**config.mk**
```make
export PLATFORM = sky130hd
export DESIGN_NAME = fifo_async_wr_arb
export DESIGN_NICKNAME = d
export VERILOG_FILES = /design/src/rtl/fifo_async_wr_arb.sv
export SDC_FILE = /design/constraint.sdc
export NUM_CORES = 1
export LEC_CHECK = 0
export CAP_MARGIN = 15
export CORE_UTILIZATION = 30
export DETAILED_ROUTE_END_ITERATION = 12
export PLACE_DENSITY = 0.88
export SETUP_SLACK_MARGIN = 0.4
export SLEW_MARGIN = 10
export SYNTH_ARGS = -nofsm -noshare
export SYNTH_HDL_FRONTEND = slang
export SYNTH_SLANG_ARGS = --single-unit
```
**constraint.sdc**
```tcl
create_clock -name clk_wr_i -period 4.6 [get_ports clk_wr_i]
set_clock_uncertainty 0.05 [all_clocks]
set_input_delay 0.46 -clock clk_wr_i [delete_from_list [all_inputs] [get_ports clk_wr_i]]
set_output_delay 0.46 -clock clk_wr_i [all_outputs]
set_load 0.02 [all_outputs]
```
**src/rtl/fifo_async_wr_arb.sv**
```systemverilog
// Round-robin arbiter that multiplexes NumReq write-domain requesters onto
// the single write port of an async FIFO. A requester holds the port for a
// whole burst (until its last beat) or until MaxBurst beats, whichever
// comes first; a forced release raises a one-cycle burst_err_o pulse.
//
// Handshake: a beat moves on the FIFO port in any cycle where
// fifo_wvalid_o && fifo_wready_i. The granted requester sees that same
// acceptance as req_ready_o[gnt]. Valid may not depend on ready. Every
// non-granted requester sees ready low.
module fifo_async_wr_arb #(
  parameter int NumReq   = 4,
  parameter int Width    = 16,
  parameter int Depth    = 3,
  parameter int MaxBurst = 8,
  parameter int MinFree  = 1,
  localparam int DepthW  = $clog2(Depth + 1),
  localparam int IdxW    = (NumReq > 1) ? $clog2(NumReq) : 1,
  localparam int CntW    = $clog2(MaxBurst + 1)
) (
  input  logic                    clk_wr_i,
  input  logic                    rst_wr_ni,
  input  logic [NumReq-1:0]       req_valid_i,
  input  logic [NumReq-1:0]       req_last_i,
  input  logic [NumReq*Width-1:0] req_data_i,
  output logic [NumReq-1:0]       req_ready_o,
  output logic                    fifo_wvalid_o,
  input  logic                    fifo_wready_i,
  output logic [IdxW+Width-1:0]   fifo_wdata_o,
  input  logic [DepthW-1:0]       fifo_wdepth_i,
  output logic [IdxW-1:0]         gnt_idx_o,
  output logic                    busy_o,
  output logic                    burst_err_o
);

  typedef enum logic {
    IDLE   = 1'b0,
    LOCKED = 1'b1
  } state_e;

  state_e           state_q, state_d;
  logic [IdxW-1:0]  rr_ptr_q, rr_ptr_d;
  logic [IdxW-1:0]  gnt_q, gnt_d;
  logic [CntW-1:0]  cnt_q, cnt_d;
  logic             burst_err_q, burst_err_d;

  logic [Width-1:0] data_arr [NumReq];
  logic             found;
  logic [IdxW-1:0]  win_idx;
  logic             free_ok;
  logic             beat_acc;
  logic [IdxW-1:0]  next_ptr;

  // (base + k) mod NumReq, kept at index width; works for non-power-of-2 NumReq.
  function automatic logic [IdxW-1:0] wrap_add(input logic [IdxW-1:0] base, input int k);
    int s;
    s = (int'(base) + k) % NumReq;
    return s[IdxW-1:0];
  endfunction

  // Unpack the flat payload bus into one word per requester.
  always_comb begin
    for (int i = 0; i < NumReq; i++) begin
      data_arr[i] = req_data_i[i*Width +: Width];
    end
  end

  // Round-robin search: first valid requester starting at rr_ptr_q.
  always_comb begin
    found   = 1'b0;
    win_idx = '0;
    for (int k = 0; k < NumReq; k++) begin
      if (!found && req_valid_i[wrap_add(rr_ptr_q, k)]) begin
        found   = 1'b1;
        win_idx = wrap_add(rr_ptr_q, k);
      end
    end
  end

  // Occupancy gate used only when a new grant would start.
  assign free_ok  = (Depth - int'(fifo_wdepth_i)) >= MinFree;
  assign beat_acc = fifo_wvalid_o && fifo_wready_i;
  assign next_ptr = wrap_add(gnt_q, 1);

  // Next-state and datapath outputs; IDLE drives everything to zero.
  always_comb begin
    state_d       = state_q;
    rr_ptr_d      = rr_ptr_q;
    gnt_d         = gnt_q;
    cnt_d         = cnt_q;
    burst_err_d   = 1'b0;
    fifo_wvalid_o = 1'b0;
    req_ready_o   = '0;
    fifo_wdata_o  = '0;
    case (state_q)
      IDLE: begin
        if (found && free_ok) begin
          state_d = LOCKED;
          gnt_d   = win_idx;
          cnt_d   = '0;
        end
      end
      LOCKED: begin
        fifo_wvalid_o      = req_valid_i[gnt_q];
        req_ready_o[gnt_q] = fifo_wready_i;
        fifo_wdata_o       = {gnt_q, data_arr[gnt_q]};
        if (beat_acc) begin
          cnt_d = cnt_q + CntW'(1);
          if (req_last_i[gnt_q]) begin
            state_d  = IDLE;
            rr_ptr_d = next_ptr;
          end else if (cnt_q == CntW'(MaxBurst - 1)) begin
            // Burst ran out of budget without a last beat: release the port.
            state_d     = IDLE;
            rr_ptr_d    = next_ptr;
            burst_err_d = 1'b1;
          end
        end
      end
      default: state_d = IDLE;
    endcase
  end

  // State registers with asynchronous active-low reset.
  always_ff @(posedge clk_wr_i or negedge rst_wr_ni) begin
    if (!rst_wr_ni) begin
      state_q     <= IDLE;
      rr_ptr_q    <= '0;
      gnt_q       <= '0;
      cnt_q       <= '0;
      burst_err_q <= 1'b0;
    end else begin
      state_q     <= state_d;
      rr_ptr_q    <= rr_ptr_d;
      gnt_q       <= gnt_d;
      cnt_q       <= cnt_d;
      burst_err_q <= burst_err_d;
    end
  end

  assign gnt_idx_o   = gnt_q;
  assign busy_o      = (state_q == LOCKED);
  assign burst_err_o = burst_err_q;

endmodule
```
# After elaboration in Yosys (flattened, before gate mapping)
# Cells that the tools add are included.
[classes]
addsub = 6
mul = 0
div = 0
magnitude_cmp = 8
n_eq_ne = 3
n_shift = 0
mux = 42
bitwise_logic = 3
n_reduce_logical = 13
[ops]
columns = ["op", "n"]
rows = [
  ["binary-select mux 16 bit (select 2 bit)", 1],
  ["two-way mux 16 bit", 2],
  ["two-way mux 1 bit", 20],
  ["two-way mux 18 bit", 1],
  ["less-than comparator 2 x 3 -> 1 bit (second input constant)", 5],
  ["binary-select mux 1 bit (select 2 bit)", 6],
  ["two-way mux 2 bit", 6],
  ["two-way mux 4 bit", 3],
  ["case mux 4 bit (2 select lines)", 1],
  ["logical AND 1 bit", 6],
  ["adder 2 x 1 -> 2 bit (second input constant)", 2],
  ["adder 2 bit (second input constant)", 2],
  ["adder 4 x 1 -> 4 bit (second input constant)", 1],
  ["AND 4 bit", 1],
  ["== test 4 x 3 -> 1 bit (second input constant)", 1],
  ["AND reduction 2 bit", 2],
  ["greater-or-equal comparator 3 x 2 -> 1 bit (second input constant)", 1],
  ["greater-or-equal comparator 3 bit (second input constant)", 1],
  ["zero test 1 bit", 3],
  ["NOT 2 -> 3 bit", 1],
  ["AND reduction 3 bit", 1],
  ["subtractor 2 x 2 -> 3 bit (first input constant)", 1],
  ["demux 1 bit (select 2 bit)", 1],
  ["greater-or-equal comparator 2 x 1 -> 1 bit (second input constant)", 1],
  ["5 further kinds", 5],
]
[totals]
regBits = 10
latch_bits = 0
ramBits = 0
romBits = 0
input_bits = 77
output_inout_bits = 27
word_cells = 80
mem_count = 0

# Logic depth before layout (Yosys ltp)
# Gate-level depths: netlist (run 1).
[depth]
ltp_word = 15
depth_mapped = 5

# Worst setup path before layout (run 1)
# No wires, ideal clock.
[synth_timing]
path_kind = "reg-to-output"
from = "register gnt_q[0] (netlist: gnt_idx_o[0])"
to = "output fifo_wdata_o[11]"
t_arrival_ns = 1.771
required_time_ns = 4.090
path_slack_ns = 2.319
stages_incl_launch_ff = 4
path_buffers = 1
path_cell_list = "dfrtp_1 -> buf_1 -> mux4_2 -> and2_1"
[synth_via]
elab_chain_cells = 5
[synth_rtl]
columns = ["item", "line", "text"]
rows = [
  ["from (decl)", "42", "logic [IdxW-1:0] gnt_q, gnt_d;"],
  ["from (signal assigned)", "134", "gnt_q <= gnt_d;"],
  ["NOT 2 -> 3 bit (implied by the code)", "105", "fifo_wdata_o = {gnt_q, data_arr[gnt_q]};"],
  ["binary-select mux 16 bit (select 2 bit)", "105", ""],
  ["two-way mux 16 bit (implied by the code) (2 in a row)", "105", ""],
  ["two-way mux 18 bit", "94", "case (state_q)"],
  ["to (decl)", "28", "output logic [IdxW+Width-1:0] fifo_wdata_o,"],
]
# No other way between the ends. The select of a mux whose other input is x is not followed.

# Worst setup path in the final report (run 1)
[layout_timing]
from = "register gnt_q[0] (netlist: gnt_idx_o[0])"
to = "output fifo_wdata_o[1]"
# Same word-level chain as after synthesis.

==> results of run 1 <==
metrics by stage:
stage / util (%) / area, µm²
global route: 62.13 / 2275
finish: 62.13 / 2275
global placement: 60.63 / 2220
detailed placement: 60.63 / 2220
floorplan: - / 1150
CTS: 62.13 / 2275
synth_stat cells (3+ instances only):
library cell,number,area (µm²)
sky130_fd_sc_hd__a21oi_1,4,20.02
sky130_fd_sc_hd__and2_1,19,118.9
sky130_fd_sc_hd__and3_1,4,25.02
sky130_fd_sc_hd__clkbuf_1,3,11.26
sky130_fd_sc_hd__dfrtp_1,10,250.2
sky130_fd_sc_hd__ha_1,5,62.56
sky130_fd_sc_hd__inv_1,5,18.77
sky130_fd_sc_hd__mux4_2,18,405.4
sky130_fd_sc_hd__nand2_1,3,11.26
sky130_fd_sc_hd__nand3_1,5,25.02
sky130_fd_sc_hd__o21ai_0,3,15.01
critical path: stages (launching register included):
cell	delay, ns
sky130_fd_sc_hd__dfrtp_1	0.57
sky130_fd_sc_hd__buf_4	0.39
sky130_fd_sc_hd__mux4_2	0.54
sky130_fd_sc_hd__and2_1	0.17
sky130_fd_sc_hd__clkdlybuf4s50_1	0.53
power breakdown:
group | switching [mW] | internal [mW]
Sequential | 0.0915 | 0.120
Clock | 0.0341 | 0.0752
Combinational | 0.347 | 0.487
per-layer routing:
metal / wire (µm) / track usage (%) / share of wire, %
met3: 241 / 4.464 / 6.6
met5: 0 / 0 / 0
met4: 40 / 4.261 / 1.1
met1: 1383 / 21.69 / 38
met2: 1986 / 37.10 / 54
flip-flops by register name, summed over array words and instances, names as in the netlist:
register / count
busy_o: 1
cnt_q: 4
burst_err_o: 1
rr_ptr_q: 2
gnt_idx_o: 2
cells by family (layout without fill, tap and decap cells):
group / count (synthesis) / after routing / synth area share (%)
AOI/OAI and AO/OA: 15 / 15 / 8.378
xor gates and xnor gates: 1 / 1 / 0.7618
adders and majority gates: 5 / 5 / 5.441
buffers and inverters: 12 / 113 / 4.135
DFF: 10 / 10 / 21.76
muxes: 21 / 21 / 37.98
and+or+nand+nor: 41 / 41 / 21.54
worst max-delay path by stage:
stage | start | to | depth (start not counted)
detailed placement | gnt_idx_o[0]$_DFFE_PN0P_ | fifo_wdata_o[1] | 4
global route | gnt_idx_o[0]$_DFFE_PN0P_ | fifo_wdata_o[1] | 4
global placement | req_valid_i[0] | fifo_wvalid_o | 4
floorplan | gnt_idx_o[0]$_DFFE_PN0P_ | fifo_wdata_o[11] | 3
CTS | gnt_idx_o[0]$_DFFE_PN0P_ | fifo_wdata_o[1] | 4
finish | gnt_idx_o[0]$_DFFE_PN0P_ | fifo_wdata_o[1] | 4
final cells by class:
cell class | instances | area (µm²)
clock buffer | 4 | 55.05
fill | 322 | 1386
inverter | 5 | 18.77
multi-input combinational | 83 | 852.1
sequential | 10 | 250.2
tap | 48 | 60.06
timing repair buffer | 104 | 1039
==> flow_metrics.py, run 1 <==
metrics = {
    "final_layout": {
        "final-instance-count-excl-fill": 254,
        "mostFrequentLayoutCells": "sky130_fd_sc_hd__clkdlybuf4s50_1 (103), sky130_fd_sc_hd__and2_1 (19), sky130_fd_sc_hd__mux4_2 (18)",
        "leading_cell_type_in_the_layout_fill_and_taps_excluded": "sky130_fd_sc_hd__clkdlybuf4s50_1",
        "final_layout_size_suffix_gt1_share_pct": 12.14,
        "area_growth_pct": 97.82,
        "antenna_cells": 0,
        "fin_nets": 289,
    },
    "routing": {
        "drtPass1Iterations": 4,
        "remaining_drc_errors": 0,
        "antenna_left": 0,
        "detailed_router_s_first_iteration_violation_count": 33,
        "postRouteWirelength_mm": 3.651,
        "vias": 1277,
        "viasPerCell": 5.028,
        "wl_per_cell_um": 14.37,
    },
    "synthesis": {
        "mappedNetlistArea_mm2": 0.001150,
        "seq_area_frac_synth_pct": 21.76,
        "synth_fp_nets": 187,
        "postSynthCellCount": 105,
        "ys_types": 30,
        "synth_edf_count": 0,
        "dominantRegCellSynth": "sky130_fd_sc_hd__dfrtp_1",
        "synthesis.yosys.warnings": 0,
        "synth_seq_cells": 10,
        "synth.avg_cell_area_um2": 10.95,
        "async_reset_ff_share_pct": 100.0,
    },
    "placement": {
        "gp_congestion": 0.7578,
        "io_buffer_count": 103,
        "detailedPlace.worstSlack_ns": 1.856,
        "numPlacedInstances": 250,
        "hpwlAfterDp_mm": 2.950,
    },
    "sta": {
        "setup_tns_ns": 0,
        "hold_ws_ns": 0.4942,
        "grt_setup_unrepaired": "false",
        "min_period_ns": 2.953,
        "worstMarginPinSlew_ns": 0.9629,
        "timing.final.crit_share_pct": 64.21,
        "final_critical_path_setup_slack_ns": 1.647,
        "max_clock_freq_mhz": 338.6,
        "slew-limit-headroom_pct": 35.81,
        "final_report_setup_violation_count": 0,
        "hold_viol_final": 0,
        "drv_slew": 0,
    },
    "global_route": {
        "number_of_global_route_vias_before_repair": 1345,
        "grt_max_degree": 32,
        "overflow": 0,
        "grt_antenna_before_repair": 0,
        "first_pass_grt_wire_length_mm": 6.216,
        "global_route.usage.total_pct": 19.50,
    },
    "cts": {
        "clock-root-buffer": "sky130_fd_sc_hd__clkbuf_8",
        "cts_setup_buffers": 0,
        "cts_tree": "built",
        "clkSlewWorstSetupHoldPaths_ns": 0.05,
        "max-clock-path-buffers": 2,
        "cts_hold_buf": 0,
        "post_cts_resize_count": 0,
        "cts_inserted_buffers": 3,
        "worstSkewPairLatency_ns": 0.24,
        "clkSinkCount": 10,
        "cts-htree-levels": 1,
    },
    "setup_path": {
        "worst-r2r-setup-slack_ns": 2.28,
        "timing.setup.critical_path_class": "flop to output pin",
        "start_kind": "flop",
        "crit-reg2reg-launch": "gnt_idx_o[1]$_DFFE_PN0P_",
        "critPathRequiredTime_ns": 4.09,
        "worstSetupEndpointType": "output pin",
        "arrival_ns": 2.44,
        "worstRegToRegCells": 4,
        "timing.critical_path.fanout_max": 19,
        "crit-reg2reg-capture": "cnt_q[3]$_DFFE_PN0P_",
    },
    "floorplanning": {
        "floorplan.core_area_mm2": 0.003661,
        "fp-row-count": 22,
        "die_height_um": 63.91,
        "ios": 104,
        "initial_utilization_pct": 31.41,
        "die_area_mm2": 0.004084,
        "die_w_um": 63.91,
    },
    "power": {
        "total_power_draw_mw": 1.155,
        "power_density_mw_per_mm2": 507.8,
        "vdd_drop_max_v": 0.0002879,
        "static-leakage-power_nw": 0.8823,
    },
    "worst_hold_path": {
        "worstHoldPathType": "primary input to asynchronous set/reset pin",
    },
    "job": {
        "timing.max_cap.violations": 0,
    },
    "status": {
        "status": "complete, no violations",
    },
}
Note: power is estimated with default switching activity, not from simulation.
==> inputs of run 2 (changes only) <==
--- a/config.mk
+++ b/config.mk
@@ -6,9 +6,9 @@
 export NUM_CORES = 1
 export LEC_CHECK = 0
 export CAP_MARGIN = 15
-export CORE_UTILIZATION = 30
+export CORE_UTILIZATION = 28
 export DETAILED_ROUTE_END_ITERATION = 12
-export PLACE_DENSITY = 0.88
+export PLACE_DENSITY = 0.87
 export SETUP_SLACK_MARGIN = 0.4
 export SLEW_MARGIN = 10
 export SYNTH_ARGS = -nofsm -noshare
==> constraint.sdc (replaced) <==
create_clock -name clk_wr_i -period 2.41 [get_ports clk_wr_i]
set_clock_uncertainty 0.05 [all_clocks]
set_input_delay 0.241 -clock clk_wr_i [delete_from_list [all_inputs] [get_ports clk_wr_i]]
set_output_delay 0.241 -clock clk_wr_i [all_outputs]
set_load 0.02 [all_outputs]
==> run 2 against run 1 <==
  * Worst setup slack worse by 1.3 ns
  * Largest power group unchanged
  * Count of clock-buffer cells in the layout stayed put
  * Critical path depth unchanged
  * Die area rose by 6.9%
  * Global-route usage shrank 0.76 points
  * Highest routed layer unchanged
  * Total power increased by 96%
  * Core utilization hardly changed
  * Critical path type unchanged
==> flow_metrics.py, run 2 (synthesis gave the netlist of run 1 again) <==
metrics = {
    "sta": {
        "max_clock_freq_mhz": 493.9,
        "setup_tns_ns": 0,
        "grt_setup_unrepaired": "true",
        "slew-limit-headroom_pct": 68.40,
        "worstMarginPinSlew_ns": 0.4725,
        "timing.final.crit_share_pct": 84.01,
        "hold_viol_final": 0,
        "final_report_setup_violation_count": 0,
        "min_period_ns": 2.025,
        "hold_ws_ns": 0.2842,
        "drv_slew": 0,
    },
    "power": {
        "cell_internal_pwr_mw": 1.316,
        "combinationalPowerShare_pct": 74.8,
        "seq_power_share_pct": 15.9,
        "power.switching_fraction_pct": 41.98,
        "vdd_drop_max_v": 0.0004616,
        "share_clk_of_total_power_pct": 9.2,
        "switching_power_uw": 952.1,
        "power_density_mw_per_mm2": 961.0,
        "static-leakage-power_nw": 0.9879,
    },
    "floorplanning": {
        "floorplan.core_area_mm2": 0.003799,
        "die_w_um": 66.08,
        "die_height_um": 66.08,
        "die_area_mm2": 0.004367,
        "initial_utilization_pct": 30.27,
        "fp-row-count": 22,
        "ios": 104,
    },
    "routing": {
        "viasPerCell": 4.887,
        "drtPass1Iterations": 4,
        "vias": 1300,
        "postRouteWirelength_mm": 4.100,
        "wl_per_cell_um": 15.41,
        "antenna_left": 0,
        "remaining_drc_errors": 0,
        "detailed_router_s_first_iteration_violation_count": 80,
    },
    "placement": {
        "io_buffer_count": 103,
        "hpwlAfterDp_mm": 3.266,
        "dpl_cell_area_mm2": 0.002290,
        "gp_congestion": 0.7966,
    },
    "final_layout": {
        "antenna_cells": 0,
        "area_growth_pct": 105.2,
        "leading_cell_type_in_the_layout_fill_and_taps_excluded": "sky130_fd_sc_hd__clkdlybuf4s50_1",
        "postLayoutCellArea_mm2": 0.002360,
        "final_layout_size_suffix_gt1_share_pct": 25.69,
        "largest_reg_flops": 4,
        "fin_nets": 301,
        "mostFrequentLayoutCells": "sky130_fd_sc_hd__clkdlybuf4s50_1 (82), sky130_fd_sc_hd__and2_1 (19), sky130_fd_sc_hd__mux4_2 (18)",
        "multi_input_area_um2": 863.3,
        "registers.top_by_ff_count": "cnt_q",
        "seqCellArea_um2": 256.5,
        "fill_cells": 341,
    },
    "cts": {
        "cts_hold_buf": 0,
        "cts_tree": "built",
        "clkSlewWorstSetupHoldPaths_ns": 0.05,
        "clock-root-buffer": "sky130_fd_sc_hd__clkbuf_8",
        "clkSinkCount": 10,
        "worstSkewPairLatency_ns": 0.23,
        "max-clock-path-buffers": 2,
        "cts-htree-levels": 1,
        "cts_inserted_buffers": 3,
    },
    "global_route": {
        "gr-usage-met1_pct": 23.42,
        "grt_max_degree": 32,
        "grtUsageMet2_pct": 33.16,
        "number_of_global_route_vias_before_repair": 1244,
        "overflow": 0,
        "first_pass_grt_wire_length_mm": 6.237,
        "global_route.usage.met3_pct": 4.655,
        "grt-busiest-layer": "met2",
        "global_route.usage.total_pct": 18.74,
        "grt_antenna_before_repair": 0,
    },
    "worst_hold_path": {
        "worstHoldPathType": "primary input to asynchronous set/reset pin",
    },
    "setup_path": {
        "timing.critical_path.from": "gnt_idx_o[0]$_DFFE_PN0P_",
        "worst-r2r-setup-slack_ns": 0.50,
        "timing.setup.critical_path_class": "flop to output pin",
        "crit-reg2reg-capture": "rr_ptr_q[1]$_DFFE_PN0P_",
        "timing.critical_path.fanout_max": 7,
        "arrival_ns": 1.73,
        "crit-reg2reg-launch": "gnt_idx_o[0]$_DFFE_PN0P_",
        "worstRegToRegCells": 5,
        "worstSetupEndpointType": "output pin",
        "critPathRequiredTime_ns": 2.12,
        "start_kind": "flop",
    },
    "status": {
        "status": "complete, no violations",
    },
    "job": {
        "timing.max_cap.violations": 0,
    },
}
-- run 2: critical path: stages, from the launching register on --
cell and delay [ns]:
sky130_fd_sc_hd__dfrtp_2 0.42, sky130_fd_sc_hd__buf_12 0.15, sky130_fd_sc_hd__mux4_2 0.48, sky130_fd_sc_hd__and2_1 0.16, sky130_fd_sc_hd__clkdlybuf4s15_1 0.29
-- run 2: layout make-up --
cell class                 count  share of cell area, %
timing repair buffer         116                  46.87
multi-input combinational     83                  36.59
sequential                    10                  10.87
tap                           48                  2.545
clock buffer                   4                  2.333
inverter                       5                 0.7953
-- run 2: per-stage QoR --
step	utilization (%)	total power, mW	cells	setup WS, ns
global route	62.12	2.445	266	0.3147
floorplan	-	1.312	105	0.4670
CTS	61.53	2.200	261	0.3138
global placement	60.28	2.065	256	0.1448
detailed placement	60.28	2.097	256	0.1276
finish	62.12	2.268	266	0.3855
-- run 2: worst max-delay path by stage --
stage	end	slack (ns)	cells after the start
finish	fifo_wdata_o[14]	0.39	4
global route	fifo_wdata_o[14]	0.31	4
CTS	fifo_wdata_o[0]	0.31	4
detailed placement	fifo_wvalid_o	0.13	4
global placement	fifo_wvalid_o	0.14	4
floorplan	fifo_wdata_o[0]	0.47	3
-- run 2: layer usage --
metal | routed length (µm) | vias up
met4 | 19 | 0
met1 | 1641 | 602
li1 | - | 631
met5 | 0 | -
met2 | 2027 | 65
met3 | 412 | 2
-- run 2: power groups by stage --
stage / Combinational (mW) / Sequential, mW / Clock, mW
6_report: 1.70 / 0.361 / 0.209
5_1_grt: 1.84 / 0.379 / 0.222
4_1_cts: 1.64 / 0.353 / 0.212
3_5_place_dp: 1.74 / 0.356 / 0
3_3_place_gp: 1.71 / 0.352 / 0
2_1_floorplan: 0.991 / 0.321 / 0
-- run 2: what timing repair did --
action | 4_1_cts | 5_1_grt
setup endpoints to repair | 26 | 23
gates cloned | 0 | 1
resized for setup | 34 | 31
pin swaps | 0 | 0
buffers inserted | 1 | 4
endpoints found under the hold margin | 0 | 0
